[config.mk]
export PLATFORM = sky130hd
export DESIGN_NAME = shiftreg_send_data
export DESIGN_NICKNAME = d
export VERILOG_FILES = /design/src/rtl/shiftreg_send_data.sv
export SDC_FILE = /design/constraint.sdc
export NUM_CORES = 1
export LEC_CHECK = 0
export ABC_AREA = 1
export CAP_MARGIN = 40
export CORE_MARGIN = 4
export CORE_UTILIZATION = 25
export DETAILED_ROUTE_END_ITERATION = 16
export DONT_BUFFER_PORTS = 1
export GPL_ROUTABILITY_DRIVEN = 0
export HOLD_SLACK_MARGIN = 0.1
export SKIP_LAST_GASP = 1
export SYNTH_ARGS = -nofsm -noshare
export SYNTH_HDL_FRONTEND = slang
export SYNTH_SLANG_ARGS = --single-unit
[constraint.sdc]
create_clock -name clk -period 2.4 [get_ports clk]
set_clock_uncertainty 0.15 [all_clocks]
set_input_delay 0.48 -clock clk [delete_from_list [all_inputs] [get_ports clk]]
set_output_delay 0.48 -clock clk [all_outputs]
set_load 0.01 [all_outputs]
[src/rtl/shiftreg_send_data.sv]
// Serialises a parallel word into the on-chip shift register, MSB- or LSB-first,
// then strobes load and pulses done.
//
// Ports:
//   clk      : control clock, rising edge
//   rst      : synchronous active-high reset
//   start    : transfer request, sampled only while idle
//   din      : parallel word, captured on the edge that accepts start
//   data_out : serial data to the shift-register input
//   clk_en   : shift-clock gate, high exactly while data_out is valid
//   load     : latch strobe to the holding register
//   busy     : high whenever a transfer is in progress
//   done     : one-cycle completion pulse
module shiftreg_send_data #(
    parameter int DATA_WIDTH       = 170,
    parameter int CNT_WIDTH        = 8,
    parameter int SHIFT_DIRECTION  = 1,
    parameter int LOAD_PULSE_WIDTH = 2
) (
    input  logic                  clk,
    input  logic                  rst,
    input  logic                  start,
    input  logic [DATA_WIDTH-1:0] din,
    output logic                  data_out,
    output logic                  clk_en,
    output logic                  load,
    output logic                  busy,
    output logic                  done
);

    localparam int CW = CNT_WIDTH + 1;
    localparam int LW = (LOAD_PULSE_WIDTH > 1) ?
                        $clog2(LOAD_PULSE_WIDTH + 1) : 1;

    localparam logic [CW-1:0] C_LAST = CW'(DATA_WIDTH);
    localparam logic [CW-1:0] C_ONE  = CW'(1);
    localparam logic [LW-1:0] L_LAST = LW'(LOAD_PULSE_WIDTH);
    localparam logic [LW-1:0] L_ONE  = LW'(1);

    typedef enum logic [1:0] {
        S_IDLE,
        S_SHIFT,
        S_LOAD,
        S_DONE
    } state_t;

    state_t                r_state;
    logic [DATA_WIDTH-1:0] r_shreg;
    logic [CW-1:0]         r_cnt;
    logic [LW-1:0]         r_lcnt;
    logic                  r_data_out;
    logic                  r_clk_en;
    logic                  r_load;
    logic                  r_busy;
    logic                  r_done;

    logic [DATA_WIDTH-1:0] w_shift_nxt;
    logic                  w_next_bit;
    logic                  w_first_bit;

    // The output end of shreg always holds the bit currently on data_out,
    // so the next bit is the output end of the shifted word.
    always_comb begin
        w_shift_nxt = '0;
        w_next_bit  = 1'b0;
        w_first_bit = 1'b0;
        if (SHIFT_DIRECTION != 0) begin
            w_shift_nxt = r_shreg << 1;
            w_next_bit  = w_shift_nxt[DATA_WIDTH-1];
            w_first_bit = din[DATA_WIDTH-1];
        end else begin
            w_shift_nxt = r_shreg >> 1;
            w_next_bit  = w_shift_nxt[0];
            w_first_bit = din[0];
        end
    end

    always_ff @(posedge clk) begin
        if (rst) begin
            r_state    <= S_IDLE;
            r_shreg    <= '0;
            r_cnt      <= '0;
            r_lcnt     <= '0;
            r_data_out <= 1'b0;
            r_clk_en   <= 1'b0;
            r_load     <= 1'b0;
            r_busy     <= 1'b0;
            r_done     <= 1'b0;
        end else begin
            unique case (r_state)
                S_IDLE: begin
                    r_data_out <= 1'b0;
                    r_clk_en   <= 1'b0;
                    r_load     <= 1'b0;
                    r_busy     <= 1'b0;
                    r_done     <= 1'b0;
                    if (start) begin
                        r_shreg    <= din;
                        r_data_out <= w_first_bit;
                        r_clk_en   <= 1'b1;
                        r_busy     <= 1'b1;
                        r_cnt      <= C_ONE;
                        r_state    <= S_SHIFT;
                    end
                end
                S_SHIFT: begin
                    if (r_cnt < C_LAST) begin
                        r_shreg    <= w_shift_nxt;
                        r_data_out <= w_next_bit;
                        r_cnt      <= r_cnt + C_ONE;
                    end else begin
                        r_clk_en   <= 1'b0;
                        r_data_out <= 1'b0;
                        if (LOAD_PULSE_WIDTH > 0) begin
                            r_load  <= 1'b1;
                            r_lcnt  <= L_ONE;
                            r_state <= S_LOAD;
                        end else begin
                            r_done  <= 1'b1;
                            r_state <= S_DONE;
                        end
                    end
                end
                S_LOAD: begin
                    if (r_lcnt == L_LAST) begin
                        r_load  <= 1'b0;
                        r_done  <= 1'b1;
                        r_state <= S_DONE;
                    end else begin
                        r_lcnt <= r_lcnt + L_ONE;
                    end
                end
                S_DONE: begin
                    r_done  <= 1'b0;
                    r_busy  <= 1'b0;
                    r_cnt   <= '0;
                    r_lcnt  <= '0;
                    r_state <= S_IDLE;
                end
                default: begin
                    r_state <= S_IDLE;
                end
            endcase
        end
    end

    assign data_out = r_data_out;
    assign clk_en   = r_clk_en;
    assign load     = r_load;
    assign busy     = r_busy;
    assign done     = r_done;

endmodule

# Word level (Yosys, flattened, before mapping)
# Index checks and enable logic that the tools add are counted.
# classes
n_mul	0
n_div	0
addsub	2
muxes	25
n_eq_ne	9
n_lt_le_gt_ge	1
n_reduce_logical	14
n_shift	0
bitwise	1
# op_table
op	count
2-to-1 mux 169 bit	2
one-hot mux 169 bit (2 select lines)	1
one-hot mux 9 bit (3 select lines)	1
2-to-1 mux 9 bit	2
AND reduction 3 bit	5
2-to-1 mux 2 bit	5
!= test 2 bit, second input constant	5
adder 9 x 1 -> 9 bit, second input constant	1
< comparator 9 x 8 -> 1 bit, second input constant	1
nonzero test 3 bit	3
one-hot mux 1 bit (2 select lines)	4
one-hot mux 2 bit (4 select lines)	1
2-to-1 mux 1 bit	7
== test 2 bit, second input constant	3
one-hot mux 2 bit (3 select lines)	1
AND reduction 2 bit	2
nonzero test 2 bit	2
one-hot mux 1 bit (3 select lines)	1
adder 2 x 1 -> 2 bit, second input constant	1
== test 2 x 1 -> 1 bit, second input constant	1
zero test 2 bit	1
OR reduction 2 bit	1
NOT 1 bit	1
# totals
latch_bits	0
ramBits	0
romBits	0
n_memories	0
register_bits	187
in_bits	173

# Logic depth before layout (Yosys ltp)
# logic_depth
word_depth	3
depth_mapped	12
depth_no_buf	10

# Worst setup path after synthesis
# OpenSTA, ideal clock, no wires.
# synth_timing
kind	register to register
start	register r_state[1]
end	register r_shreg[167]
period_less_slack_ns	1.787
setup_slack_ns	0.613
required_ns	2.180
t_arrival_ns	1.567
stages_incl_launch_ff	12
path_cell_list	dfxtp_1 inv_1 ha_1 buf_4 inv_4 buf_2 buf_4 buf_6 nand2_1 o21ai_0 nand4_1 a21oi_1
# synth_via
elab_chain_cells	3
# synth_rtl
element	line	rtl
from (decl)	47	state_t r_state;
from (signal assigned)	80	r_state <= S_IDLE;
from (signal assigned)	103	r_state <= S_SHIFT;
from (signal assigned)	117	r_state <= S_LOAD;
== test 2 x 1 -> 1 bit or zero test 2 bit (tied branches)	90	unique case (r_state)
!= test 2 bit (no source line) or nonzero test 2 bit (tied branches)	--	
AND reduction 3 bit (no source line)	--	
to (signal assigned)	98	r_shreg <= din;
to (signal assigned)	108	r_shreg <= w_shift_nxt;
to (decl)	48	logic [DATA_WIDTH-1:0] r_shreg;
# Parallel ways exist; a longest one is shown, timed or not.
# A chain may end at the register's enable or synchronous reset.

# Worst setup path after layout
# layout_timing
start	register r_state[1]
end	register r_clk_en (netlist: clk_en)
# layout_via
elab_chain_cells	3
# layout_rtl
element	line	rtl
== test 2 x 1 -> 1 bit or zero test 2 bit (tied branches)	90	
!= test 2 bit (no source line) or nonzero test 2 bit (tied branches)	--	
AND reduction 2 bit (no source line)	--	
to (signal assigned)	85	r_clk_en <= 1'b0;
to (signal assigned)	93	r_clk_en <= 1'b0;
to (signal assigned)	100	r_clk_en <= 1'b1;
to (decl)	52	logic r_clk_en;
# Parallel ways exist; a longest one is shown, timed or not.

==> results.cfg <==
[status]
status = finished clean

[global_route]
grt_max_degree = 125
grtUsageTotal_pct = 11.1
grt_pass1_vias = 7760
overflow = 0
grt_pass1_wl_um = 37800
antenna_found_initial = 1

[floorplan]
core_region_area_um2 = 37700
die_h_um = 203
start_util_pct = 25.3
die_w_um = 203
rows = 71
pin_count = 178
die_area_um2 = 41400

[detailed_routing]
vias = 8492
drtPass1Iterations = 5
viasPerCell = 4.12
wl_per_cell_um = 11.3
drtIter0Drc = 532
drc = 0
drt_wl_total_um = 23200
drtAntennaViolNets = 0

[sta]
fmax_mhz = 459
worst_pin_slew_ps = 544
max_slew_margin_pct = 63.6
finalCritPeriodShare_pct = 90.8
setup_viol = 0
rsz0062_at_grt = no
final-max-slew-violation-count = 0
hold_viol = 0
fin_setup_tns_ps = 0
whs_ps = 144
layout_min_cycle_time_ps = 2180

[logic_synthesis]
synth_xor_area_share_pct = 0.275
synthArstFlopShare_pct = 0
yosys.area_share.simple_pct = 36.4
syn-instance-count = 1585
yosysMostFrequentCell = nand2_1
synth_compound_area_share_pct = 10.2
syn_area_um2 = 9540
syn_avg_cell_area_um2 = 6.02
synth_top_family_by_area = simple AND/OR/NAND/NOR gates
yosys-top-cells-area = dfxtp_1 39%, nand2_1 21%, nor2_1 14%
ys_types = 22
yosys_register_bits = 187
synth_edf_count = 0
syn_nets = 1764
synthMuxAreaShare_pct = 0
yosysTopAreaCellShare_pct = 39.2
seq_area_frac_synth_pct = 39.2
synthFlopType = dfxtp_1
yosysWarnings = 0
yosysTopAreaCell = dfxtp_1
synth_fa_ha_area_share_pct = 0.787
synth_commonest_cells = 539 x nand2_1, 349 x nor2_1, 187 x dfxtp_1

[run]
cap_violations = 0

[critical_path]
startpoint_type = register
crit_top_cell = nand2_1
ff2ff_path_depth = 8
cp.required_ps = 2630
arrival_ps = 2410
r2r_setup_slack_ps = 220
path_class = reg -> reg
critPathSlowestCell = dlygate4sd3_1
cp-startpoint = r_state[1]
slowest_delay_ps = 570
r2r_start = r_state[1]
path_cells = inv_1, ha_2, buf_4, nand3_1, nand2_1, nand2_1, a21oi_1, dlygate4sd3_1
worstSetupEndpointType = register
regToRegEndpoint = clk_en
crit_fanout = 7

[power]
switchingPower_mw = 5.90
power.density_cell_area_nw_per_um2 = 1350
power_frac_comb_pct = 44.6
p_sw_share_pct = 41.2
irDropWorstVdd_mv = 0.520
p_leak_nw = 5.24
internal_power_mw = 8.44
p_seq_share_pct = 35.3
p_clk_share_pct = 20.1

[worst_hold_path]
holdPathEnd = r_shreg[119]
min_path_type = in -> reg
hold_depth = 4
hold_start = din[119]

[final_layout]
area_growth_pct = 11.6
nFillCells = 4238
final_nets = 1716
num_antenna_cells = 0
final_area_um2 = 10600
fin_util_pct = 28.3
layout-drive-gt1-share_pct = 3.87

[place]
io_buffers = 0
placed_area_um2 = 10000
dp_hpwl_um = 15900

[clock_tree]
clkLatencyLatePin_ps = 440
cts_buffers = 17
htree_levels = 4
cts.clk_slew.worst_paths_ps = 70
cts.sinks = 187
clockBufferDepth = 2
cts_tree = done
clock-root-buffer = clkbuf_16
per-stage QoR:
step	cells	power, mW	setup WS [ps]
after detailed placement	2024	11.6	224
after global routing	2060	16.0	16.3
after CTS	2060	14.6	137
after floorplan	1585	10.5	613
after global placement	2024	11.4	287
final	2060	14.3	222
cells by family after synthesis:
kind of cell / after synthesis
AND/OR/NAND/NOR: 912
adder cells (fa/ha/maj): 6
flip-flops: 187
AO/OA/AOI/OAI: 194
buffers and inverters: 283
XOR/XNOR: 3
layer usage:
metal / wire, um / up-vias / global-route usage [%]
met5: 7 / - / 0
met1: 11000 / 3665 / 14.4
met3: 1760 / 19 / 4.61
met4: 341 / 2 / 3.18
met2: 10100 / 166 / 17.1
li1: - / 4640 / -
cell usage in the layout, fill, tap and decap left out, drive strengths merged:
cell type / instances
nand3: 10
bufinv: 2
a31oi: 2
xor2: 3
inv: 187
nand4: 11
dlygate4sd3: 5
a211oi: 1
buf: 25
clkinvlp: 3
a21oi: 17
ha: 6
nor2: 349
nor3: 2
dfxtp: 187
clkbuf: 22
nand2: 540
o21ai: 174
clkinv: 3
sequential cells by signal, indices dropped and copies added, names as in the netlist:
name	count
r_state	2
busy	1
done	1
r_lcnt	2
r_shreg	169
load	1
data_out	1
clk_en	1
r_cnt	9
power groups by stage:
stage	clock (mW)	sequential, mW	combinational, mW
finish	2.88	5.06	6.40
global route	3.16	5.21	7.59
CTS	3.02	5.08	6.50
detailed placement	0	5.14	6.45
global placement	0	5.09	6.29
floorplan	0	5.03	5.43
worst max path at each step:
stage                         endpoint  slack (ps)  cells past startpoint
after floorplan           r_shreg[167]         610                     11
after global placement     r_shreg[80]         290                     10
after detailed placement   r_shreg[79]         220                     10
after CTS                       clk_en         140                      7
after global routing       r_shreg[79]          20                     10
final                           clk_en         220                      8
timing repair:
| action | CTS | global route |
|---|---|---|
| buffers inserted | 0 | 0 |
| endpoints found under the setup margin | 0 | 1 |
| hold buffers | 5 | 0 |
| endpoints found under the hold margin | 15 | 0 |
| gates resized for setup | 0 | 1 |
final cells by class:
cell class	count	area, um^2	area share (%)
sequential	187	3740	35.2
inverter	186	711	6.68
clock buffer	22	474	4.46
timing repair buffer	30	400	3.76
tap	511	639	6.01
multi-input combinational	1115	4560	42.9
clock inverter	9	114	1.07
worst max-delay path: cells and delay by family, from the launching register on:
kind            cells  cell delay (ps)
compound gates      1              120
fa+ha+maj           1              280
buf+inv             3              850
flops               1              330
simple gates        3              400
No activity file was read; power rests on OpenSTA's default activity.
